==> config.mk <==
export PLATFORM = sky130hd
export DESIGN_NAME = clock_rate_monitor
export DESIGN_NICKNAME = d
export VERILOG_FILES = /design/src/rtl/uav_timing_pkg.sv /design/src/rtl/sync_edge_detect.sv /design/src/rtl/clock_rate_monitor.sv
export SDC_FILE = /design/constraint.sdc
export NUM_CORES = 1
export LEC_CHECK = 0
export ABC_AREA = 1
export CAP_MARGIN = 15
export CORE_ASPECT_RATIO = 0.5
export CORE_MARGIN = 2
export CORE_UTILIZATION = 25
export CTS_CLUSTER_DIAMETER = 200
export CTS_CLUSTER_SIZE = 24
export DETAILED_ROUTE_END_ITERATION = 12
export SYNTH_ARGS = -nofsm -noshare
export SYNTH_HDL_FRONTEND = slang
export SYNTH_HIERARCHICAL = 1
export SYNTH_SLANG_ARGS = --single-unit
==> constraint.sdc <==
create_clock -name clk -period 3.7 [get_ports clk]
set_clock_uncertainty 0.05 [all_clocks]
set_input_delay 0.74 -clock clk [delete_from_list [all_inputs] [get_ports clk]]
set_output_delay 0.74 -clock clk [all_outputs]
set_load 0.1 [all_outputs]
==> src/rtl/uav_timing_pkg.sv <==
// Shared timing definitions for the UAV clock divider and its receiving-side
// rate monitor: monitor state encoding and the default counter geometry.
package uav_timing_pkg;

  // Monitor states; the numeric encoding is fixed so the state can be decoded
  // by debug/status logic elsewhere.
  typedef enum logic [1:0] {
    S_WAIT = 2'd0,  // no reference edge yet (after reset or after loss)
    S_MEAS = 2'd1,  // one edge seen, first period being measured
    S_LOCK = 2'd2   // at least one full period measured
  } mon_state_e;

  // Defaults shared with the divider: a 27-bit counter and a 2**26-cycle
  // timeout, which satisfies 2 <= TIMEOUT <= 2**CNT_W - 1.
  localparam int unsigned CNT_W_DEFAULT   = 27;
  localparam int unsigned TIMEOUT_DEFAULT = 2 ** 26;

endpackage : uav_timing_pkg

==> src/rtl/sync_edge_detect.sv <==
// Brings an asynchronous level into the clk domain through a flop chain and
// flags its rising edges. The chain and the prev register always run so that
// an edge arriving while disabled is consumed rather than reported late.
module sync_edge_detect #(
  parameter int unsigned SYNC_STAGES = 2
) (
  input  logic clk,
  input  logic rst_n,
  input  logic ena,
  input  logic din,
  output logic rise
);

  logic [SYNC_STAGES-1:0] sync_q;
  logic                   prev_q;

  // Synchroniser chain followed by a one-cycle-delayed copy of its last stage.
  always_ff @(posedge clk or negedge rst_n) begin
    if (!rst_n) begin
      sync_q <= '0;
      prev_q <= 1'b0;
    end else begin
      // NOTE: non-blocking assignments make every stage sample the value from
      // before this edge, so the chain really is SYNC_STAGES flops deep.
      sync_q <= {sync_q[SYNC_STAGES-2:0], din};
      prev_q <= sync_q[SYNC_STAGES-1];
    end
  end

  // Rising edge of the synchronised level, discarded while disabled.
  assign rise = sync_q[SYNC_STAGES-1] & ~prev_q & ena;

endmodule : sync_edge_detect

==> src/rtl/clock_rate_monitor.sv <==
// Receives a divided clock/strobe from elsewhere in the design, turns each of
// its rising edges into a one-cycle clk-domain tick, measures its period in
// clk cycles and flags loss of the input after TIMEOUT quiet cycles.
module clock_rate_monitor
  import uav_timing_pkg::*;
#(
  parameter int unsigned CNT_W       = CNT_W_DEFAULT,
  parameter int unsigned SYNC_STAGES = 2,
  parameter int unsigned TIMEOUT     = TIMEOUT_DEFAULT
) (
  input  logic             clk,
  input  logic             rst_n,
  input  logic             ena,
  input  logic             div_in,
  output logic             tick,
  output logic [CNT_W-1:0] period,
  output logic             period_vld,
  output logic             locked,
  output logic             lost
);

  // Counter value seen in the last quiet cycle before loss is declared.
  localparam logic [CNT_W-1:0] TIMEOUT_LAST = CNT_W'(TIMEOUT - 1);

  logic             rise;
  logic [CNT_W-1:0] cnt;
  logic [CNT_W-1:0] cnt_inc;
  mon_state_e       state;

  sync_edge_detect #(
    .SYNC_STAGES (SYNC_STAGES)
  ) u_sync_edge_detect (
    .clk   (clk),
    .rst_n (rst_n),
    .ena   (ena),
    .din   (div_in),
    .rise  (rise)
  );

  // Period of the edge just seen: cycles counted since the previous edge plus
  // the edge cycle itself. Cannot overflow because the timeout fires first.
  assign cnt_inc = cnt + CNT_W'(1);

  // Cycle counter: restarts on every edge, saturates instead of wrapping.
  always_ff @(posedge clk or negedge rst_n) begin
    if (!rst_n) begin
      cnt <= '0;
    end else if (ena) begin
      if (rise) begin
        cnt <= '0;
      end else if (cnt != '1) begin
        cnt <= cnt_inc;
      end
    end
  end

  // Lock/loss state machine with registered tick, period and status outputs.
  always_ff @(posedge clk or negedge rst_n) begin
    if (!rst_n) begin
      state      <= S_WAIT;
      tick       <= 1'b0;
      period     <= '0;
      period_vld <= 1'b0;
      locked     <= 1'b0;
      lost       <= 1'b0;
    end else begin
      // rise is already gated by ena, so tick drops to 0 while disabled.
      tick       <= rise;
      period_vld <= 1'b0;
      if (ena) begin
        unique case (state)
          S_WAIT: begin
            if (rise) begin
              state <= S_MEAS;
              lost  <= 1'b0;
            end
          end
          S_MEAS, S_LOCK: begin
            // An edge on the timeout cycle wins: the input is still alive.
            if (rise) begin
              state      <= S_LOCK;
              period     <= cnt_inc;
              period_vld <= 1'b1;
              locked     <= 1'b1;
            end else if (cnt == TIMEOUT_LAST) begin
              state  <= S_WAIT;
              lost   <= 1'b1;
              locked <= 1'b0;
            end
          end
          default: begin
            // NOTE: the unused encoding recovers to S_WAIT instead of holding,
            // so a corrupted state register cannot wedge the monitor.
            state  <= S_WAIT;
            locked <= 1'b0;
          end
        endcase
      end
    end
  end

endmodule : clock_rate_monitor

==> metrics.txt <==
CP cell instances clkdlybuf4s50_1; clk sinks 63; Post-CTS Resized 0; fraction of layout cells with a size suffix above 1 0.0764; fin crit share 0.712; grt met2 use 0.160; Setup Fix Bufs, Post-CTS 0; sequential area share after synthesis 0.506; GR peak layer met1; final cell count without fillers 610; Slew headroom 0.331; Sw Pwr 663 uW; vias per inst 4.19; clock share of power 0.392; hold_buf cts 0; number of port buffers 34; switching share of power 0.332; vias in the first global route 2,477; Max clock buf depth 2; CP max FO 2; Die Ht 82.9 um; Root Buffer clkbuf_16; largest net degree at the start of global routing 42; deepest level of the CTS H-tree 3; GRT Total Usage 0.114; CP max stage cell clkdlybuf4s50_1; number of remaining DRC errors 0; total number of vias 2,554; DRT iter0 DRCs 157; Max Clock Freq 0.380 GHz; initial antenna violation count 0; hold_ws 0.296 ns; ant diodes 0; GPL Wtd Cong 0.874; Buf/Inv on CP 1; Avg WL per Cell 11.5 um; final WL 7.05 mm; Pint 1.33 mW; first-pass GRT wire length 12.2 mm; IO Pins 35; Syn Nets 408; TritonCTS clock tree built; critical path's top delay family buffers and inverters; Die Area 13,400 sq um; DP HPWL 4.96 mm; first-pass iteration count of the detailed router 4; Post-Syn Area 3110 sq um; crit-path max cell delay 1.16 ns; Setup crit end kind output port; hold path startpoint u_sync_edge_detect/sync_q[0]; combinational fraction of design power 0.213; Detail Route Antenna Nets 0; Synth Register Bits 63; Final Net Count 446; maximum VDD drop 0.000185 V; Max Cap Viol 0; Pleak 1.75 nW; grt total ovfl 0; clock insertion delay at the later pin of the skew report 0.33 ns; CP Launch Type flop; final setup vio count 0; power per standard cell area 514 nW/um^2; Final Hold Vio Count 0; placed insts 594; Starting Density 0.260; Row Count 28; Synth Warn # 6; sequential share of power 0.395; CTS Buf Count 9; Netlist cell types 25; RSZ-0062 raised after global routing false; Layout area overhead 24.8%; worst path required time 2.91 ns; register clock-pin slew on the reported worst setup and hold paths 0.05 ns; Worst Setup SP period[10]; Gate Count Post-Synth 402; Crit Path Class flop to output port; data arrival time of the critical path 1.84 ns; status finished, final reports clean; met3 Resource Use GR 0.0425; crit path time final 2.63 ns; syn avg cell area 7.74 sq um; setup_tns 0 ns; Hold WC Path Type flop to flop; worst-margin pin slew 1.00 ns; Final Slew Violations 0; die span in x 162 um; Crit Reg-Reg Startpoint cnt[0]; GR Util met1 0.163; Final Util 0.324; Core ar. 12,000 sq um
-- cells in the mapped netlist --
master	instances	area, sq um
a21oi_1	1	5.00
buf_2	1	5.00
buf_4	1	7.51
buf_6	3	33.8
clkbuf_1	4	15.0
dfrtp_1	63	1580
ha_1	2	25.0
inv_1	20	75.1
inv_2	5	18.8
nand2_1	192	721
nand2_2	2	12.5
nand2_4	1	11.3
nand3_1	12	60.1
nand3_2	2	20.0
nand3b_1	7	52.6
nand4_1	4	25.0
nor2_1	34	128
nor2_2	4	25.0
nor2_4	2	22.5
nor3_1	1	5.00
nor3_4	1	16.3
o21ai_0	12	60.1
o21ai_1	14	70.1
xnor2_1	7	61.3
xor2_1	7	61.3
-- power groups by stage --
stage	Sequential, mW	Combinational (mW)	Clock (mW)
floorplan	0.982	0.141	0
global placement	0.798	0.423	0
detailed placement	0.797	0.428	0
CTS	0.789	0.429	0.798
global route	0.798	0.460	0.830
finish	0.789	0.425	0.782
-- cells by family (layout without fill, tap and decap cells) --
kind of cell    after synthesis  count (layout)  share of synthesized area
compound gates               27              27                     0.0434
xor+xnor                     14              14                     0.0394
fa+ha+maj                     2               2                    0.00804
flops                        63              63                      0.506
buf+inv                      34              77                     0.0498
simple gates                262             262                      0.353
-- sequential cells by signal (all words and copies together) (netlist names) --
name	count
u_sync_edge_detect/prev_q	1
period	27
u_sync_edge_detect/sync_q	2
locked	1
period_vld	1
lost	1
cnt	27
tick	1
state	2
-- cell type report --
cell class                 instances  area (sq um)
fill                            1262          8100
sequential                        63          1580
multi-input combinational        305          1380
timing repair buffer              36           350
clock buffer                      13           260
tap                              165           206
inverter                          25          93.8
clock inverter                     3          17.5
-- cells in the final DEF (no fill, tap or decap), types with 4 or more instances in the layout --
master	instances
o21ai_0	12
nand3_1	12
xor2_1	7
nand4_1	4
nor2_1	34
xnor2_1	7
nand3b_1	7
nand2_1	192
inv_1	20
nor2_2	4
dfrtp_1	63
clkdlybuf4s50_1	33
clkbuf_16	9
inv_2	5
o21ai_1	14
-- worst paths after layout --
kind,endpoint,slack [ns],depth (start not counted)
max,period[10],1.07,1
max in group asynchronous,period[24],2.35,2
max reg2reg,cnt[19],1.61,10
min in group asynchronous,period[13],0.34,1
min reg2reg,u_sync_edge_detect/sync_q[1],0.30,0
min,u_sync_edge_detect/sync_q[1],0.30,0
-- routing by layer --
layer  wire length [um]  vias up
met2               2870       43
met1               3720     1185
met5                  0        -
met3                371        6
li1                   -     1320
met4                 78        0
-- stage by stage --
step / power [mW] / setup slack [ns] / instance area (sq um)
2_1_floorplan: 1.12 / 1.78 / 3110
3_3_place_gp: 1.22 / 0.824 / 3610
3_5_place_dp: 1.23 / 0.737 / 3610
4_1_cts: 2.02 / 1.04 / 3890
5_1_grt: 2.09 / 0.870 / 3890
6_report: 2.00 / 1.07 / 3890
Power figures use the tool's default switching activity.
